`src/rtl/branch_predict_unit.sv`:
```
// Branch resolver (J/BEQ/BNEQ/BLT/BGE) with a direct-mapped, untagged BTB of 2-bit counters.
// Optional BRANCH_STATS_EN adds saturating branch / mispredict counters.
module branch_predict_unit #(
  parameter int unsigned PC_WIDTH     = 32,
  parameter int unsigned OFFSET_WIDTH = 8,
  parameter int unsigned INDEX_BITS   = 4,
  parameter int unsigned ALIGN        = 2
) (
  input  logic                    CLK,
  input  logic                    RESET_N,
  input  logic                    F_VALID,
  input  logic [PC_WIDTH-1:0]     F_PC,
  output logic                    PRED_TAKEN,
  output logic [PC_WIDTH-1:0]     PRED_TARGET,
  input  logic                    R_VALID,
  input  logic [2:0]              R_MODE,
  input  logic [PC_WIDTH-1:0]     R_PC,
  input  logic [OFFSET_WIDTH-1:0] R_OFFSET,
  input  logic                    R_ZERO,
  input  logic                    R_NEG,
  input  logic                    R_PRED_TAKEN,
  input  logic [PC_WIDTH-1:0]     R_PRED_TARGET,
  output logic                    R_TAKEN,
`ifdef BRANCH_STATS_EN
  output logic [15:0]             BRANCH_COUNT,
  output logic [15:0]             MISPRED_COUNT,
`endif
  output logic                    FLUSH,
  output logic [PC_WIDTH-1:0]     REDIRECT_PC
);

  localparam int unsigned DEPTH = 1 << INDEX_BITS;
  localparam logic [PC_WIDTH-1:0] STEP = PC_WIDTH'(1) << ALIGN;

  localparam logic [2:0] MODE_J    = 3'd1;
  localparam logic [2:0] MODE_BEQ  = 3'd2;
  localparam logic [2:0] MODE_BNEQ = 3'd3;
  localparam logic [2:0] MODE_BLT  = 3'd4;
  localparam logic [2:0] MODE_BGE  = 3'd5;

  typedef struct packed {
    logic                valid;
    logic [1:0]          ctr;
    logic [PC_WIDTH-1:0] target;
  } entry_t;

  entry_t table_q [DEPTH];

  logic                  flush_q;
  logic [PC_WIDTH-1:0]   redirect_q;

  logic [INDEX_BITS-1:0] f_idx;
  logic [INDEX_BITS-1:0] r_idx;
  entry_t                f_entry;
  entry_t                r_entry;

  logic                  decision;
  logic                  is_branch;
  logic                  resolve_en;
  logic                  branch_en;
  logic                  mispredict;
  logic [PC_WIDTH-1:0]   off_ext;
  logic [PC_WIDTH-1:0]   fall_pc;
  logic [PC_WIDTH-1:0]   target_pc;
  logic [PC_WIDTH-1:0]   correct_pc;
  logic [1:0]            ctr_next;

  assign f_idx   = F_PC[ALIGN +: INDEX_BITS];
  assign r_idx   = R_PC[ALIGN +: INDEX_BITS];
  assign f_entry = table_q[f_idx];
  assign r_entry = table_q[r_idx];

  // Fetch-side lookup; reads pre-update table contents.
  assign PRED_TAKEN  = F_VALID & f_entry.valid & f_entry.ctr[1];
  assign PRED_TARGET = PRED_TAKEN ? f_entry.target : F_PC + STEP;

  // Mode decode to take decision.
  always_comb begin
    decision  = 1'b0;
    is_branch = 1'b0;
    case (R_MODE)
      MODE_J:    begin decision = 1'b1;    is_branch = 1'b1; end
      MODE_BEQ:  begin decision = R_ZERO;  is_branch = 1'b1; end
      MODE_BNEQ: begin decision = ~R_ZERO; is_branch = 1'b1; end
      MODE_BLT:  begin decision = R_NEG;   is_branch = 1'b1; end
      MODE_BGE:  begin decision = ~R_NEG;  is_branch = 1'b1; end
      default:   begin decision = 1'b0;    is_branch = 1'b0; end
    endcase
  end

  assign off_ext    = {{(PC_WIDTH-OFFSET_WIDTH){R_OFFSET[OFFSET_WIDTH-1]}}, R_OFFSET};
  assign fall_pc    = R_PC + STEP;
  assign target_pc  = fall_pc + (off_ext << ALIGN);
  assign correct_pc = decision ? target_pc : fall_pc;

  // Inputs during a flush cycle are wrong-path and must be ignored.
  assign resolve_en = R_VALID & ~flush_q;
  assign branch_en  = resolve_en & is_branch;
  assign R_TAKEN    = resolve_en & decision;

  always_comb begin
    mispredict = 1'b0;
    if (branch_en) begin
      mispredict = (decision != R_PRED_TAKEN) |
                   (decision & (R_PRED_TARGET != target_pc));
    end else if (resolve_en) begin
      mispredict = R_PRED_TAKEN;
    end
  end

  // Saturating 2-bit counter step.
  always_comb begin
    ctr_next = r_entry.ctr;
    if (decision && r_entry.ctr != 2'b11) begin
      ctr_next = r_entry.ctr + 2'b01;
    end else if (!decision && r_entry.ctr != 2'b00) begin
      ctr_next = r_entry.ctr - 2'b01;
    end
  end

  always_ff @(posedge CLK or negedge RESET_N) begin
    if (!RESET_N) begin
      for (int i = 0; i < int'(DEPTH); i++) begin
        table_q[i].valid  <= 1'b0;
        table_q[i].ctr    <= 2'b01;
        table_q[i].target <= '0;
      end
    end else if (branch_en) begin
      table_q[r_idx].valid <= 1'b1;
      table_q[r_idx].ctr   <= ctr_next;
      if (decision) begin
        table_q[r_idx].target <= target_pc;
      end
    end
  end

  // Redirect is captured only on a mispredict so it stays stable while FLUSH is high.
  always_ff @(posedge CLK or negedge RESET_N) begin
    if (!RESET_N) begin
      flush_q    <= 1'b0;
      redirect_q <= '0;
    end else begin
      flush_q <= mispredict;
      if (mispredict) begin
        redirect_q <= correct_pc;
      end
    end
  end

  assign FLUSH       = flush_q;
  assign REDIRECT_PC = redirect_q;

`ifdef BRANCH_STATS_EN
  logic [15:0] branch_cnt_q;
  logic [15:0] mispred_cnt_q;

  always_ff @(posedge CLK or negedge RESET_N) begin
    if (!RESET_N) begin
      branch_cnt_q  <= '0;
      mispred_cnt_q <= '0;
    end else begin
      if (branch_en && branch_cnt_q != 16'hFFFF) begin
        branch_cnt_q <= branch_cnt_q + 16'd1;
      end
      if (mispredict && mispred_cnt_q != 16'hFFFF) begin
        mispred_cnt_q <= mispred_cnt_q + 16'd1;
      end
    end
  end

  assign BRANCH_COUNT  = branch_cnt_q;
  assign MISPRED_COUNT = mispred_cnt_q;
`endif

endmodule

```
`config.mk`:
```
export PLATFORM = sky130hd
export DESIGN_NAME = branch_predict_unit
export DESIGN_NICKNAME = d
export VERILOG_FILES = /design/src/rtl/branch_predict_unit.sv
export SDC_FILE = /design/constraint.sdc
export NUM_CORES = 1
export LEC_CHECK = 0
export BUFFER_PORTS_ARGS = -buffer_cell sky130_fd_sc_hd__buf_2
export CORE_AREA = 3 3 279 281
export CTS_BUF_LIST = sky130_fd_sc_hd__clkbuf_4 sky130_fd_sc_hd__clkbuf_8 sky130_fd_sc_hd__clkbuf_16
export DETAILED_ROUTE_END_ITERATION = 8
export DIE_AREA = 0 0 282 284
export GPL_TIMING_DRIVEN = 0
export SLEW_MARGIN = 20
export SYNTH_ARGS = -nofsm -noshare
export SYNTH_HDL_FRONTEND = slang
export SYNTH_SLANG_ARGS = --single-unit
```
`constraint.sdc`:
```
create_clock -name CLK -period 4.6 [get_ports CLK]
set_input_delay 0.69 -clock CLK [delete_from_list [all_inputs] [get_ports CLK]]
set_output_delay 0.69 -clock CLK [all_outputs]
set_load 0.005 [all_outputs]
```
==> impl_metrics.tcl, run 1 <==
set metrics [dict create \
    final_period_minus_worst_setup_slack_ps 4550 \
    synth_cells 2898 \
    drcViolationCount 0 \
    cts_htree_levels 3 \
    worstPathRequired_ps 5090 \
    maxSlewViolCount 0 \
    max-cap-violations 0 \
    multi_input_area_mm2 0.0146 \
    total_number_of_vias 24100 \
    crit_path_max_incr_delay_ps 440 \
    die_height_um 284 \
    detailroute.wirelength.met2_um 48000 \
    routed-wl-met3_um 7590 \
    critical_path.slowest_cell "ha_1" \
    power.leakage_uw 0.0154 \
    hp-class "input pin to async pin" \
    cts_buffer_count 66 \
    detail_route.wirelength.met1_um 42300 \
    detail-route-antenna-nets 0 \
    powerDensity_mw_per_mm2 423 \
    grt_max_degree 99 \
    async_set_reset_flop_share_out_of_synthesis_pct 100 \
    synth_ff_type "dfrtp_1" \
    ys_seq_area_share_pct 49.4 \
    worst-slew-pin-transition_ps 1150 \
    grt_pass1_wl_um 154000 \
    initial_core_util_pct 39.7 \
    maxSlewHeadroom_pct 23.0 \
    antenna_found_initial 3 \
    area.sequential_mm2 0.0149 \
    vias_in_the_first_global_route 24400 \
    highest_layer "met5" \
    hold_violations 0 \
    finalPower_uw 15000 \
    ctsLongestPathBuffers 3 \
    cp_max_fo 10 \
    critPathLaunchType "input pin" \
    growth_of_design_area_from_synthesis_to_finish_pct 17.7 \
    clk_latency_ps 610 \
    io-pin-count 181 \
    globalRouteOverflowTotal 0 \
    fp.dieW_um 282 \
    synth-edff-count 0 \
    yosys.cell_types.count 79 \
    nFillCells 7177 \
    die_area_mm2 0.0801 \
    max_clock_freq_ghz 0.220 \
    detail_route.first_pass.iterations 5 \
    cts_num_sinks 593 \
    worstReg2RegStart "FLUSH$_DFF_PN0_" \
    finish.net_count 3320 \
    tns_ps 0 \
    placement_stage_worst_setup_slack_ps -1660 \
    timing.final.setup_violations 0 \
    crit_type "input pin to flip-flop" \
    design.core.area_mm2 0.0757 \
    postPlaceCellArea_mm2 0.0325 \
    peakVddDrop_mv 0.230 \
    regToRegSetupSlack_ps 780 \
    synthesis_stage_register_bit_count 593 \
    crit_chain "buf_6, ha_4, and3_4, clkbuf_8, and3_4, buf_4, nand4_1, xnor2_2, ha_1, a21o_1, a31oi_4, and4b_1, and2_1, nor4_2, nand4_1, nor4_2, and4_4, a21oi_4, buf_12, buf_8, mux2_4" \
    run_status "completed" \
    dr.first_iter.drc_count 2225 \
    avgRoutedWirePerCell_um 23.9 \
    setup_ws_ps 45.8 \
    route.detailed.vias_per_inst 5.73 \
    clk_pin_slew_worst_paths_ps 60 \
    fin_skew_ps 27.4 \
    synthesis.area_mm2 0.0301 \
    port_buffer_count 178 \
    gr-usage-all-layers_pct 25.3 \
    ff_to_ff_path_depth 6 \
    cp-end-kind "flip-flop" \
    core.rowCount 101 \
    synth-warning-count 0 \
    final_hpwl_dp_um 74600 \
    cp.arrival_ps 5040 \
    cts_tree "built" \
    stdcell_area_mm2 0.0354 \
    worst_r2r_endpoint "table_q[281]$_DFFE_PN0P_" \
    aggregate_routed_wire_length_um 100000 \
    syn-num-nets 3052 \
    syn-mean-instance-area_um2 10.4 \
    hold_slack_ps 458 \
    place.gp.congestion 0.936 \
    drive_above_1_share_pct 21.7 \
    layout_worst_path_cycle_share_pct 99.0 \
    root_buffer "clkbuf_16" \
]
## worst max-delay path, delay by kind of cell
family                     cells  cell delay, ps
adders and majority gates      2             580
buffers and inverters          5             780
AOI/OAI and AO/OA              3             430
xor gates and xnor gates       1             200
and+or+nand+nor                9            2070
muxes                          1             290
## through the flow
step | std cells | util (%)
6_report | 4198 | 46.8
5_1_grt | 4194 | 46.8
4_1_cts | 4191 | 46.5
3_5_place_dp | 4063 | 43.0
3_3_place_gp | 4054 | 42.7
2_1_floorplan | 2898 | -
## area by class of cell
type	count	share of cell area (%)
tap	978	3.46
antenna	4	0.0283
clock inverter	31	1.10
inverter	25	0.265
buffer	218	2.83
clock buffer	87	5.35
timing repair buffer	207	3.66
multi-input combinational	2055	41.3
sequential	593	42.0
## cells in the mapped netlist (20+ instances only)
library cell  number  area share [%]
ha_1              39             1.6
xor2_1            45             1.3
nor2_1            56            0.70
xnor2_1           59             1.7
mux4_2           168              13
dfrtp_1          577              48
o21ai_0          562             9.4
mux2_4            22             1.1
nand3_1           54            0.90
clkbuf_1         184             2.3
inv_1             25            0.31
nand2b_1          20            0.42
nand4_1           23            0.48
a21oi_1           37            0.62
buf_1             27            0.34
nand2_1          701             8.7
mux2_2            31             1.2
## cells by family after synthesis
| logic type | Yosys count | share of synthesized area (%) |
|---|---|---|
| compound gates | 722 | 13.4 |
| xor+xnor | 112 | 3.63 |
| fa+ha+maj | 40 | 1.69 |
| buf+inv | 250 | 3.27 |
| flops | 593 | 49.4 |
| mux | 230 | 15.1 |
| simple gates | 951 | 13.5 |
## flip-flops by register name, summed over array words and instances (netlist names)
signal,flops
table_q,560
REDIRECT_PC,32
FLUSH,1
## repair_timing
item / 4_1_cts / 5_1_grt
gates resized for setup: 118 / 45
hold buffers: 1 / 0
pin swaps: 18 / 19
endpoints found under the hold margin: 4 / 0
setup endpoints to repair: 188 / 51
buffers inserted: 15 / 4
## placed cells by master (no fill, tap or decap), types with 14 or more instances in the layout
master and count:
ha_1 35, o21ai_0 558, clkbuf_4 18, nand2b_1 20, mux4_2 168, dfstp_2 16, clkbuf_8 14, and3_1 17
nor2_1 44, clkbuf_16 67, buf_2 196, xnor2_1 54, nand4_1 23, buf_4 24, mux2_4 22, nand2_1 701
o31ai_1 17, inv_1 25, mux2_2 31, xor2_1 41, a21oi_1 30, dfrtp_1 577, nand3_1 54, clkbuf_1 158
## routing by layer
layer  GRT usage (%)  vias to the layer above
li1                -                    10800
met1            34.6                    12200
met2            41.3                      874
met3            5.13                      169
met4            6.25                        2
met5               0                        -
## where the power goes
| part | leakage, uW | switching (uW) | total [uW] | internal, uW |
|---|---|---|---|---|
| clock | 0.00114 | 2260 | 5580 | 3320 |
| combinational | 0.00633 | 1700 | 2960 | 1250 |
| sequential | 0.00797 | 422 | 6430 | 6010 |
## worst max path at each step
stage                  from                          end  slack [ps]  cells after the start
floorplan           R_PC[2]  REDIRECT_PC[10]$_DFFE_PN0P_         -60                     22
global placement    RESET_N   REDIRECT_PC[4]$_DFFE_PN0P_       -9940                      1
detailed placement  R_PC[2]  REDIRECT_PC[26]$_DFFE_PN0P_       -1660                     23
CTS                 F_PC[2]              PRED_TARGET[30]          10                     10
global route        R_PC[2]  REDIRECT_PC[25]$_DFFE_PN0P_         -40                     23
finish              R_PC[2]  REDIRECT_PC[28]$_DFFE_PN0P_          50                     21
(Power assumes the default switching activity.)
==> run 2: changes to the inputs <==
SKIP_CTS_REPAIR_TIMING = 1   (was unset)
clock period = 4.01 ns   (was 4.6 ns; I/O delays follow)
==> run 2 against run 1 <==
Against the previous run:
- first-iteration DRC count down 3.2%
- core utilization rose by 0.27 points
- the flow now finishes with violations (setup timing)
- setup slack got worse by 760 ps
- count of clock-buffer cells in the layout rose by 10
- combinational power rose by 16%
- final cell count grew 0.33%
- worst hold slack worse by 50 ps
- sequential power is 15% higher
- critical path type unchanged
- largest cell class unchanged
- sequential cell count did not move
- cell area grew 0.58%
- sequential share of layout area decreased by 0.24 points
- largest power group unchanged
==> impl_metrics.tcl, run 2 (same netlist as run 1, synthesis figures left out) <==
set metrics [dict create \
    finalPower_uw 17200 \
    cts_tree "built" \
    cts_buffer_count 67 \
    most_used_cells_in_the_layout_excluding_fill_and_tap_cells "692 x nand2_1, 577 x dfrtp_1, 556 x o21ai_0" \
    cp.arrival_ps 5200 \
    port_buffer_count 178 \
    growth_of_design_area_from_synthesis_to_finish_pct 18.4 \
    max-cap-violations 0 \
    critPathLaunchType "input pin" \
    total_number_of_vias 24100 \
    stdcell_area_mm2 0.0356 \
    design.core.area_mm2 0.0757 \
    largest_register "table_q" \
    crit_path_max_incr_delay_ps 500 \
    dr.first_iter.drc_count 2154 \
    fp.dieW_um 282 \
    drcViolationCount 0 \
    largest_register_ffs 560 \
    detail-route-antenna-nets 0 \
    drive_above_1_share_pct 22.5 \
    antenna_found_initial 7 \
    ctsLongestPathBuffers 3 \
    cts_num_sinks 593 \
    aggregate_routed_wire_length_um 101000 \
    cp-end-kind "flip-flop" \
    hold_violations 0 \
    gr-usage-all-layers_pct 25.2 \
    cts_htree_levels 3 \
    fin_skew_ps 16.1 \
    run_status "complete, but fails checks" \
    root_buffer "clkbuf_16" \
    grt_max_degree 99 \
    die_height_um 284 \
    place.gp.congestion 0.933 \
    critical_path.slowest_cell "o311ai_0" \
    vias_in_the_first_global_route 24400 \
    io-pin-count 181 \
    clk_pin_slew_worst_paths_ps 60 \
    globalRouteOverflowTotal 0 \
    hp-class "input pin to flip-flop" \
    crit_type "input pin to flip-flop" \
    cp_max_fo 10 \
    placement_stage_worst_setup_slack_ps -2270 \
    crit_chain "buf_12, ha_4, and3_4, and3_4, buf_12, nand2_1, xnor2_1, ha_1, a21oi_1, nor2_1, o311ai_0, nand4_1, nor4_2, nand4_1, nor4_2, and4_4, a21oi_4, buf_12, buf_12, mux2_4" \
    maxSlewHeadroom_pct 24.0 \
    final_hpwl_dp_um 74100 \
    finish.net_count 3337 \
    avgRoutedWirePerCell_um 23.9 \
    postPlaceCellArea_mm2 0.0325 \
    route.detailed.vias_per_inst 5.72 \
    die_area_mm2 0.0801 \
    grt_pass1_wl_um 153000 \
    clk_latency_ps 600 \
    initial_core_util_pct 39.7 \
    peakVddDrop_mv 0.259 \
    grt_setup_unrepaired "yes" \
    setup_ws_ps -713 \
    detail_route.first_pass.iterations 5 \
    final_common_cell "nand2_1" \
    timing.critical_path.mode_cell "buf_12" \
    worstPathRequired_ps 4490 \
    core.rowCount 101 \
    worst-slew-pin-transition_ps 1140 \
    max_clock_freq_ghz 0.212 \
    hold_slack_ps 409 \
    powerDensity_mw_per_mm2 482 \
    final_period_minus_worst_setup_slack_ps 4720 \
    layout_worst_path_cycle_share_pct 118 \
    power.leakage_uw 0.0156 \
    maxSlewViolCount 0 \
    timing.final.setup_violations 37 \
    failed_checks "setup timing" \
]
run 2: cell count changes in the layout (fill, tap and decap cells not counted), moves of 4 or more:
cell	previous run	this run
nand2_1	701	692
nand2_2	0	9
nor2_2	12	8
buf_2	196	186
buf_6	4	12
clkbuf_2	8	25
o21ai_1	3	7
buf_12	2	7
clkinv_2	11	7
clkbuf_4	18	24
clkbuf_1	158	142
buf_4	24	40
run 2: routing by layer:
metal	GRT usage [%]	wire [um]	vias up
met2	40.0	47700	858
met5	0	21	-
met4	7.82	2880	4
met3	6.17	7840	183
met1	34.2	42100	12200
li1	-	-	10800
run 2: critical path, delay by kind of cell:
family	cells	cell delay (ps)
buffers and inverters	4	580
and+or+nand+nor	9	1990
AOI/OAI and AO/OA	3	930
xor gates and xnor gates	1	260
muxes	1	300
adders and majority gates	2	500
run 2: power breakdown:
| group | switching, uW | internal (uW) | total (uW) |
|---|---|---|---|
| Combinational | 1960 | 1470 | 3420 |
| Sequential | 480 | 6890 | 7370 |
| Clock | 2520 | 3840 | 6360 |
| Total | 4960 | 12200 | 17200 |
run 2: layout make-up:
class	instances	area (um^2)
inverter	25	93.8
buffer	218	1060
tap	978	1220
clock buffer	97	2030
sequential	593	14900
multi-input combinational	2055	14600
antenna	5	12.5
fill	7103	40100
clock inverter	18	236
timing repair buffer	223	1450
run 2: final timing paths:
path,start,end,slack [ps],cells past startpoint
setup / recovery,R_PC[2],REDIRECT_PC[27]$_DFFE_PN0P_,-710,20
hold / removal,R_PC[0],table_q[315]$_DFFE_PN0P_,410,2
setup reg to reg,FLUSH$_DFF_PN0_,table_q[213]$_DFFE_PN0P_,350,7
hold reg to reg,table_q[279]$_DFFE_PN0P_,table_q[279]$_DFFE_PN0P_,470,1
max in group asynchronous,RESET_N,table_q[557]$_DFFE_PN1P_,1240,6
min in group asynchronous,RESET_N,table_q[300]$_DFFE_PN0P_,530,2
run 2: through the flow:
step,setup TNS (ps),cells,utilization (%)
3_5_place_dp,-511300,4060,42.9
2_1_floorplan,-16310,2898,-
3_3_place_gp,-6546020,4054,42.7
5_1_grt,-26560,4207,47.0
6_report,-21490,4212,47.0
4_1_cts,-245530,4175,45.9
==> run 3: changes to the inputs <==
ABC_AREA = 1   (was unset)
REMOVE_ABC_BUFFERS = 1   (was unset)
==> run 3 against run 2 <==
Against the previous run:
- largest power group unchanged
- via count increased by 15%
- first-iteration DRC count rose by 27%
- register-to-register slack improved by 220 ps
- total power decreased by 5.8%
- wire length grew 5.3%
- combinational power fell by 19%
- synthesized cell count is 33% higher
- global-route usage is essentially flat
- the flow finishes with violations (hold timing, setup timing)
- worst hold slack lost 450 ps
- sequential share of layout area shrank 1.0 points
- count of clock-buffer cells in the layout grew 8
- synthesized area is 0.26% higher
==> impl_metrics.tcl, run 3 <==
set metrics [dict create \
    run_status "complete, but fails checks" \
    failed_checks "hold timing, setup timing" \
    avgRoutedWirePerCell_um 21.1 \
    final_period_minus_worst_setup_slack_ps 4090 \
    yosys.cell_types.count 54 \
    synth_common_cells "1222 x nand2_1, 618 x o21ai_0, 577 x dfrtp_1, 296 x inv_1, 200 x clkbuf_1" \
    worstPathRequired_ps 4490 \
    cts_num_sinks 593 \
    worst_r2r_endpoint "table_q[162]$_DFFE_PN0P_" \
    layout_worst_path_cycle_share_pct 102 \
    root_buffer "clkbuf_16" \
    async_set_reset_flop_share_out_of_synthesis_pct 100 \
    drive_above_1_share_pct 15.3 \
    finish.net_count 4136 \
    synth_most_common_cell "nand2_1" \
    cts_htree_levels 3 \
    timing.final.setup_violations 32 \
    maxSlewHeadroom_pct 29.3 \
    postPlaceCellArea_mm2 0.0325 \
    synth_top_area_cell "dfrtp_1" \
    hp-class "input pin to async pin" \
    stdcell_area_mm2 0.0365 \
    globalRouteOverflowTotal 0 \
    synth-warning-count 0 \
    synthesis_stage_register_bit_count 593 \
    synth_cells 3867 \
    crit_type "input pin to flip-flop" \
    crit_path_start "R_PC[2]" \
    ctsLongestPathBuffers 3 \
    post_synth_fa_ha_maj_area_fraction_pct 1.68 \
    clk_latency_ps 600 \
    ys_seq_area_share_pct 49.3 \
    worst-slew-pin-transition_ps 1060 \
    timing.critical_path.mode_cell "nand2_4" \
    io-pin-count 181 \
    grt_max_degree 96 \
    final_hpwl_dp_um 65000 \
    drcViolationCount 0 \
    cp.arrival_ps 4570 \
    port_buffer_count 180 \
    fin_skew_ps 15.6 \
    max-cap-violations 0 \
    critPathLaunchType "input pin" \
    synth.area.mux_share_pct 0 \
    core.rowCount 101 \
    aggregate_routed_wire_length_um 106000 \
    synth-xor-area-share_pct 1.61 \
    detail-route-antenna-nets 0 \
    regToRegSetupSlack_ps 570 \
    cts_buffer_count 68 \
    most_used_cells_in_the_layout_excluding_fill_and_tap_cells "1155 x nand2_1, 616 x o21ai_0, 577 x dfrtp_1" \
    growth_of_design_area_from_synthesis_to_finish_pct 21.0 \
    maxSlewViolCount 0 \
    synth-edff-count 0 \
    detail_route.first_pass.iterations 5 \
    power.leakage_uw 0.0170 \
    grt_setup_unrepaired "yes" \
    largest_register "table_q" \
    initial_core_util_pct 39.8 \
    final_core_util_pct 48.2 \
    tns_ps -1350 \
    largest_register_ffs 560 \
    ff_to_ff_path_depth 9 \
    final_common_cell "nand2_1" \
    crit_path_max_incr_delay_ps 310 \
    post_synth_and_or_nand_nor_area_fraction_pct 23.6 \
    worstReg2RegStart "FLUSH$_DFF_PN0_" \
    powerDensity_mw_per_mm2 443 \
    synth.area.top_cells "dfrtp_1 48%, nand2_1 15%, o21ai_0 10%" \
    compound_cell_area_share_of_the_yosys_netlist_pct 17.1 \
    cp-end-kind "flip-flop" \
    post-synth-top-area-fraction_pct 47.9 \
    placement_stage_worst_setup_slack_ps -2980 \
    route.detailed.vias_per_inst 5.51 \
    syn-mean-instance-area_um2 7.80 \
    cp_max_fo 7 \
    die_area_mm2 0.0801 \
    max_clock_freq_ghz 0.245 \
    design.core.area_mm2 0.0757 \
    setup_ws_ps -75.6 \
    vias_in_the_first_global_route 26200 \
    place.gp.congestion 0.933 \
    peakVddDrop_mv 0.297 \
    cts_tree "built" \
    die_height_um 284 \
    nFillCells 7270 \
    fp.dieW_um 282 \
    synth_top_family_by_area "simple AND/OR/NAND/NOR gates" \
    synthesis.area_mm2 0.0302 \
    grt_pass1_wl_um 156000 \
    hold_slack_ps -37.5 \
    total_number_of_vias 27700 \
    dr.first_iter.drc_count 2735 \
    gr-usage-all-layers_pct 25.2 \
    antenna_found_initial 7 \
    critical_path.slowest_cell "ha_4" \
    synth_ff_type "dfrtp_1" \
    clk_pin_slew_worst_paths_ps 60 \
    hold_violations 28 \
]
-- run 3: cell types whose count changed after synthesis, moves of 31 or more --
| cell | before | now |
|---|---|---|
| nand2_1 | 701 | 1222 |
| inv_1 | 25 | 296 |
| mux4_2 | 168 | 0 |
| nand3_1 | 54 | 194 |
| nor2_1 | 56 | 191 |
| a22oi_1 | 0 | 63 |
| o21ai_0 | 562 | 618 |
| nand4_1 | 23 | 70 |
| xnor2_1 | 59 | 16 |
| a21oi_1 | 37 | 77 |
| a221oi_1 | 1 | 35 |
| mux2_2 | 31 | 0 |
-- run 3: logic make-up (layout without fill, tap and decap cells) --
kind of cell / count (synthesis) / in the layout
other: 0 / 5
buffers and inverters: 541 / 704
xor gates and xnor gates: 54 / 54
and+or+nand+nor: 1733 / 1739
DFF: 593 / 593
adders and majority gates: 40 / 40
AOI/OAI and AO/OA: 906 / 906
-- run 3: area by class of cell --
cell class / count / area (um^2) / area share (%)
sequential: 593 / 14900 / 40.7
clock inverter: 19 / 231 / 0.634
timing repair buffer: 269 / 2520 / 6.90
clock buffer: 105 / 2130 / 5.85
inverter: 311 / 1270 / 3.47
antenna: 5 / 12.5 / 0.0343
multi-input combinational: 2739 / 14200 / 39.0
tap: 978 / 1220 / 3.35
-- run 3: worst max path at each step --
stage          slack, ps                     endpoint
4_1_cts            -2360  REDIRECT_PC[31]$_DFFE_PN0P_
3_5_place_dp       -2980  REDIRECT_PC[31]$_DFFE_PN0P_
2_1_floorplan      -2930              PRED_TARGET[21]
3_3_place_gp      -10920              PRED_TARGET[16]
5_1_grt             -210  REDIRECT_PC[27]$_DFFE_PN0P_
6_report             -80  REDIRECT_PC[27]$_DFFE_PN0P_
-- run 3: metal layers --
metal	wire [um]	share of wire [%]	track usage, %	vias to the layer above
met2	49100	46	40.7	888
met5	34	0.032	0	-
met3	7350	6.9	4.11	167
met1	46600	44	35.0	13500
met4	2740	2.6	7.33	4
li1	-	-	-	13100
-- run 3: report_power, final --
part,switching (uW),leakage (uW),internal [uW]
Clock,2580,0.00119,3940
Combinational,1810,0.00794,948
Sequential,303,0.00787,6590
Total,4690,0.0170,11500
-- run 3: metrics by stage --
step	instances	total power, uW
global placement	4795	9340
floorplan	3637	8330
global route	5014	16900
detailed placement	4836	9480
CTS	4960	16000
finish	5019	16200
-- run 3: critical path, delay by kind of cell --
| kind | cells | cell delay [ps] |
|---|---|---|
| fa+ha+maj | 2 | 510 |
| xor+xnor | 1 | 210 |
| simple gates | 22 | 2930 |
| buf+inv | 3 | 280 |
